<file path="config.mk">
export PLATFORM = sky130hd
export DESIGN_NAME = disp_src_sched
export DESIGN_NICKNAME = d
export VERILOG_FILES = /design/src/rtl/disp_src_sched.sv
export SDC_FILE = /design/constraint.sdc
export NUM_CORES = 1
export LEC_CHECK = 0
export ABC_AREA = 1
export CORE_UTILIZATION = 45
export DETAILED_ROUTE_END_ITERATION = 8
export PLACE_DENSITY_LB_ADDON = 0.08
export SLEW_MARGIN = 25
export SYNTH_ARGS = -nofsm -noshare
export SYNTH_HDL_FRONTEND = slang
export SYNTH_SLANG_ARGS = --single-unit
</file>
<file path="constraint.sdc">
create_clock -name CLK -period 3.15 [get_ports CLK]
set_input_delay 0.63 -clock CLK [delete_from_list [all_inputs] [get_ports CLK]]
set_output_delay 0.63 -clock CLK [all_outputs]
set_load 0.02 [all_outputs]
</file>
<file path="src/rtl/disp_src_sched.sv">
// Round-robin scheduler sharing one seven-segment display driver between four 32-bit sources.
// Each granted source is shown for HOLD cycles. A GAP-cycle blank follows every slot.
module disp_src_sched #(
  parameter int HOLD = 200_000_000,
  parameter int GAP  = 10_000_000
) (
  input  logic         CLK,
  input  logic         RST,
  input  logic [3:0]   req,
  input  logic         lock,
  input  logic [127:0] data,
  output logic [3:0]   gnt,
  output logic [31:0]  x,
  output logic         e,
  output logic [3:0]   done
);

  // state   | meaning
  // ST_IDLE | nothing displayed, waiting for any request
  // ST_SHOW | source cur on the display for its slot
  // ST_GAP  | blank interval between slots
  typedef enum logic [1:0] {ST_IDLE, ST_SHOW, ST_GAP} state_t;

  localparam logic [31:0] HOLD_TC = 32'(HOLD - 1);
  localparam logic [31:0] GAP_TC  = 32'(GAP - 1);

  state_t      state;
  logic [1:0]  ptr;
  logic [1:0]  cur;
  logic [31:0] cnt;
  logic [1:0]  arb_idx;
  logic [1:0]  probe;

  // Descending scan so the candidate closest to ptr is written last and wins.
  always_comb begin
    arb_idx = ptr;
    probe   = ptr;
    for (int k = 3; k >= 0; k--) begin
      probe = ptr + 2'(k);
      if (req[probe]) arb_idx = probe;
    end
  end

  always_ff @(posedge CLK) begin
    if (RST) begin
      state <= ST_IDLE;
      ptr   <= '0;
      cur   <= '0;
      cnt   <= '0;
      gnt   <= '0;
      e     <= 1'b0;
      x     <= '0;
      done  <= '0;
    end else begin
      done <= '0;
      case (state)
        ST_IDLE: begin
          if (|req) begin
            state <= ST_SHOW;
            cur   <= arb_idx;
            cnt   <= '0;
            gnt   <= 4'b0001 << arb_idx;
            e     <= 1'b1;
            x     <= data[{arb_idx, 5'd0} +: 32];
          end
        end
        ST_SHOW: begin
          x <= data[{cur, 5'd0} +: 32];
          // Withdrawal ends the slot regardless of lock and earns no done pulse.
          if (!req[cur]) begin
            state <= ST_GAP;
            cnt   <= '0;
            ptr   <= cur + 2'd1;
            gnt   <= '0;
            e     <= 1'b0;
          end else if (cnt == HOLD_TC) begin
            if (!lock) begin
              state <= ST_GAP;
              cnt   <= '0;
              ptr   <= cur + 2'd1;
              gnt   <= '0;
              e     <= 1'b0;
              done  <= 4'b0001 << cur;
            end
          end else begin
            cnt <= cnt + 32'd1;
          end
        end
        ST_GAP: begin
          if (cnt == GAP_TC) begin
            if (|req) begin
              state <= ST_SHOW;
              cur   <= arb_idx;
              cnt   <= '0;
              gnt   <= 4'b0001 << arb_idx;
              e     <= 1'b1;
              x     <= data[{arb_idx, 5'd0} +: 32];
            end else begin
              state <= ST_IDLE;
            end
          end else begin
            cnt <= cnt + 32'd1;
          end
        end
        default: state <= ST_IDLE;
      endcase
    end
  end

endmodule

</file>
### Yosys cells after proc, flatten, opt, wreduce, memory -nomap -nowiden

Cells that the tools add are included.

| operators by class | value |
|---|---|
| add/sub/neg operators | 5 |
| equal/unequal tests | 11 |
| bitwise operators | 3 |
| order comparisons | 5 |
| muxes and demuxes | 48 |
| reduce and logical (&&, ||, !) cells | 11 |
| shift-type cells | 4 |

Operators with widths:

| kind | count |
|---|---|
| indexed part select 128 x 8 -> 32 bit | 2 |
| 2-to-1 mux 32 bit | 7 |
| one-hot mux 32 bit (3 select lines) | 2 |
| adder 32 x 1 -> 32 bit (second input constant) | 1 |
| equality test 32 x 24 -> 1 bit (second input constant) | 1 |
| equality test 32 x 28 -> 1 bit (second input constant) | 1 |
| 2-to-1 mux 2 bit | 14 |
| 2-to-1 mux 4 bit | 5 |
| less-than comparator 2 x 3 -> 1 bit (second input constant) | 5 |
| one-hot mux 4 bit (3 select lines) | 1 |
| 2-to-1 mux 1 bit | 11 |
| binary-select mux 1 bit (select 2 bit) | 5 |
| AND reduction 4 bit | 2 |
| << shifter 1 x 2 -> 4 bit (first input constant) | 2 |
| inequality test 2 bit (second input constant) | 3 |
| inequality test 3 bit (second input constant) | 2 |
| one-hot mux 2 bit (3 select lines) | 1 |
| AND reduction 2 bit | 3 |
| OR reduction 5 bit | 1 |
| adder 2 x 1 -> 2 bit (second input constant) | 2 |
| adder 2 bit (second input constant) | 2 |
| inequality test 4 bit (second input constant) | 1 |
| one-hot mux 2 bit (2 select lines) | 1 |
| OR reduction 4 bit | 1 |
| other kinds (9) | 11 |

| word-level totals | value |
|---|---|
| input port bits | 135 |
| flip-flop bits (word level) | 79 |
| output and inout port bits | 41 |

### Depth between registers and ports, before layout

| depth | value |
|---|---|
| depth in word-level cells | 11 |
| depth in mapped cells | 17 |
| mapped depth without buffers | 15 |

### Worst setup path after synthesis

No wires, ideal clock.

| timing | value |
|---|---|
| path type | input-to-reg |
| start point | input port req[3] |
| end point | register x[11] |
| data arrival time | 1859 ps |
| slack | 1169 ps |
| cell stages on the path | 16 |
| library setup time | 122 ps |
| path buffers | 2 |
| cell sequence | inv_1 nand2_1 nand3_1 nand2_1 inv_1 nand2_1 nand2_1 nand2_1 nand2_2 nand3_4 buf_8 buf_8 nand3_2 nand3_1 nand2_1 a21oi_2 |

| between the ends | value |
|---|---|
| word-level cells in the longest chain between the ends | 10 |
| elaborated cells on any way between the ends | 17 |

Ends and longest elaborated chain:

| what | line | source |
|---|---|---|
| start: declaration | 9 | `input logic [3:0] req,` |
| binary-select mux 1 bit (select 2 bit) | 40 | `if (req[probe]) arb_idx = probe;` |
| 2-to-1 mux 1 bit (implied by the code) | 40 |  |
| 2-to-1 mux 2 bit (4 in a row) | 40 |  |
| indexed part select 128 x 8 -> 32 bit | 64, 97 |  |
| 2-to-1 mux 32 bit (*) | 58, 91 |  |
| 2-to-1 mux 32 bit | 90 | `if (cnt == GAP_TC) begin` |
| one-hot mux 32 bit (3 select lines) (*) | 56 | `case (state)` |
| end signal: assignment | 64 | `x <= data[{arb_idx, 5'd0} +: 32];` |
| end signal: assignment | 68 | `x <= data[{cur, 5'd0} +: 32];` |
| end signal: assignment | 97 | `x <= data[{arb_idx, 5'd0} +: 32];` |
| end: declaration | 13 | `output logic [31:0] x,` |

Every way passes the cells marked *; elsewhere a longest branch is shown, timed or not. The select of a mux whose other input is x is not followed.
A chain may end at the register's enable or synchronous reset.

### Worst setup path after layout

| timing | value |
|---|---|
| start point | register cnt[0] |
| end point | register gnt[3] |

| between the ends | value |
|---|---|
| word-level cells in the longest chain between the ends | 3 |
| elaborated cells on any way between the ends | 5 |

Ends and longest elaborated chain:

| what | line | source |
|---|---|---|
| start: declaration | 30 | `logic [31:0] cnt;` |
| start signal: assignment | 86 | `cnt <= cnt + 32'd1;` |
| start signal: assignment | 102 | `cnt <= cnt + 32'd1;` |
| equality test 32 x 28 -> 1 bit / equality test 32 x 24 -> 1 bit (equally long branches) | 76, 90 |  |
| inequality test 3 bit (no line) / inequality test 2 bit (equally long branches) | - |  |
| AND reduction 4 bit (no line) (*) | - |  |
| end signal: assignment | 62 | `gnt <= 4'b0001 << arb_idx;` |
| end signal: assignment | 95 | `gnt <= 4'b0001 << arb_idx;` |
| end: declaration | 12 | `output logic [3:0] gnt,` |

Every way passes the cells marked *; elsewhere a longest branch is shown, timed or not.

==> reports/summary.md <==
• **primary flip-flop cell chosen by synthesis mapping** dfxtp_1
• **antenna cells** 0
• **Yosys reg bits** 79
• **post-route fraction of the period consumed by the critical path** 88.54%
• **post-CTS setup buffer count** 0
• **Port-buffer cells** 175
• **startpoint of the most critical register-to-register path** cnt[0]$_SDFFE_PP0P_
• **non-filler cells in the finished layout** 1302
• **Synthesized Nets** 1123
• **dominant cells by area after synthesis** dfxtp_1 (26%), nand2_1 (17%), nand3_1 (14%)
• **setup repair after global routing missed its margin** no
• **type of element capturing the critical path** flop
• **Worst slew margin** 34.50%
• **deepest clock path buffer count** 2
• **post-synth cell types** 40
• **portion of the post-synthesis area used by sequential elements** 26.05%
• **number of gates resized after CTS** 0
• **placed cell count** 1286
• **setup skew after layout** 8.277 ps
• **remaining number of nets flagged by the antenna check after routing** 0
• **overall routing resource usage** 27.68%
• **die span in x** 118.2 µm
• **synth warn** 0
• **Final Hold Viols** 0
• **via density per instance** 5.324
• **quantity of hold-fixing buffers added after cts** 0
• **routability-driven placement congestion ratio** 0.9489
• **Worst EP arrival** 3010 ps
• **largest area contributor in the netlist** dfxtp_1
• **transition time at the pin with the least slew margin** 982.4 ps
• **via count of the first global-routing pass** 6260
• **Power Dens Cells** 916.6 nW/µm²
• **Core ar.** 13190 µm²
• **top cell type's share of synthesized area** 26.05%
• **fin nets** 1262
• **highest clock frequency the design can meet** 358.6 MHz
• **data required time at the worst endpoint** 3370 ps
• **largest fanout on the critical path** 65
• **gate count after technology mapping** 982
• **overall power** 0.007479 W
• **delay of the slowest critical-path stage** 700 ps
• **area of the die** 13960 µm²
• **clock latency on the worst-skew pair** 350 ps
• **remaining routing DRC violations** 0
• **Starting DRT DRC Count** 451
• **fraction of layout cells with a size suffix above 1** 7.993%
• **placed wire-length estimate** 14020 µm
• **library cell appearing most often on the critical path** nand2_1
• **commonest cells after routing, fill and taps aside** nand2_1 (268), clkdlybuf4s50_1 (175), nand3_1 (166), a21oi_1 (84), dfxtp_1 (79)
• **Final Critical Period** 2789 ps
• **final number of setup-violating endpoints** 0
• **global route overflow** 0
• **Leak Pwr** 3.212 nW
• **maximum number of pins on one net before global-route repair** 66
• **die height** 118.2 µm
• **Slowest-stage cell, CP** inv_2
• **Initial Utilization** 46.03%
• **filler cell count** 1304
• **worst min-delay path category** flop to flop
• **netlist area before placement** 6072 µm²
• **H-tree depth** 3
• **post-synthesis async set-or-reset flop share** 0%
• **overall via count from detail_route** 6932
• **number of violations of the max-capacitance limit** 0
• **average wire length per cell after detail routing** 14.80 µm
• **number of antenna violations at the first check in global routing** 0
• **global-route wire length before repair** 31180 µm
• **clock tree from TritonCTS** done
• **count of pins on the block boundary** 176
• **Clock Root Buffer** clkbuf_16
• **final routed wirelength across all metal layers** 19270 µm
• **clock sink count** 79
• **launch point of the worst hold path** gnt[2]$_SDFFE_PP0P_
• **clock-pin transition on the worst setup and hold timing paths** 60 ps
• **Placement Rows** 42
• **type of element launching the critical path** flop
• **status** finished clean
• **per-instance average area after synthesis** 6.183 µm²
• **TritonRoute pass-1 iters** 5
• **final critical-path setup slack** 361.1 ps
• **series of cell instances along the critical path** ha_1 -> nand2_1 -> nor2_4 -> nand4_1 -> nor3_2 -> nand2_1 -> nand2_2 -> nand2_2 -> inv_2 -> nand2_1 -> nand2_1 -> a21oi_1
• **most common library cell in the layout ignoring fill and taps** nand2_1
• **Area Growth Syn to Fin** 34.39%
• **path type of the worst setup path** flop to flop
• **pre-CTS worst setup slack** 265.8 ps
• **launch point of the worst path** cnt[0]$_SDFFE_PP0P_
• **worst supply voltage drop on vdd** 548.4 µV
• **TritonCTS Buffers** 9
• **Post-Route Setup TNS** 0 ps
• **count of flip-flops with a built-in enable after synthesis** 0
• **final-report max-slew violation count** 0
stage by stage:
stage	util, %	hold slack [ps]	instance area [µm²]
after floorplan	-	456.7	6072
after global placement	59.25	457.9	7815
after detailed placement	59.25	454.1	7815
after CTS	61.87	463.9	8160
after global routing	61.87	494.9	8160
final	61.87	460.7	8160
cell usage after synthesis (2+ instances only):
library cell	instances
buf_4	3
buf_8	2
nand3_1	166
o21ai_0	73
nand3b_1	4
inv_2	6
nor2_2	2
inv_1	62
buf_6	16
buf_2	19
nand2_2	6
nand2_1	269
nand2_4	2
nor3_2	3
xor2_1	11
nor3_1	21
nand4_1	18
nor4_1	2
a21oi_1	84
clkbuf_1	22
or2_2	3
a21oi_2	9
ha_1	6
nor2_4	2
nand3_2	19
nor2_1	60
dfxtp_1	79
path summary, 6_finish.rpt:
path                          to  slack [ps]  cells past startpoint
max          gnt[3]$_SDFFE_PP0P_         360                     12
min          gnt[2]$_SDFFE_PP0P_         460                      2
min reg2reg  gnt[2]$_SDFFE_PP0P_         460                      2
max reg2reg  gnt[3]$_SDFFE_PP0P_         360                     12
state kept, by name, indices dropped and copies added (netlist names):
name and count:
e 1, gnt 4, done 4, cur 2
ptr 2, x 32, state 2, cnt 32
power breakdown:
group	internal, W	switching, W
Clock	0.000777	0.000455
Sequential	0.00134	0.000301
Combinational	0.00173	0.00287
worst max-delay path: cells and delay by family, from the launching register on:
family / cells / cell delay, ps
flip-flops: 1 / 410
AO/OA/AOI/OAI: 1 / 60
buffers and inverters: 1 / 700
AND/OR/NAND/NOR: 9 / 1290
adder cells (fa/ha/maj): 1 / 190
layer usage:
metal / GRT usage (%) / up-vias / wire length [µm]
met5: 0 / - / 0
met4: 8.734 / 0 / 434
met3: 7.481 / 33 / 1329
met2: 45.00 / 223 / 8943
met1: 35.48 / 3118 / 8564
li1: - / 3558 / -
cells by family after synthesis:
family	count (synthesis)	share of synthesized area, %
compound gates	172	15.33
simple gates	580	44.43
buf+inv	133	11.23
xor+xnor	12	1.731
flops	79	26.05
fa+ha+maj	6	1.236
area by class of cell:
cell class                      instances  area [µm²]  area share, %
Inverter                               70       267.8          3.281
Tap cell                              176       220.2          2.699
Multi-Input combinational cell        770        3811          46.70
Clock inverter                          7       120.1          1.472
Sequential cell                        79        1582          19.38
Clock buffer                            9       225.2          2.760
Timing Repair Buffer                  191        1934          23.70
(Power assumes the default switching activity.)
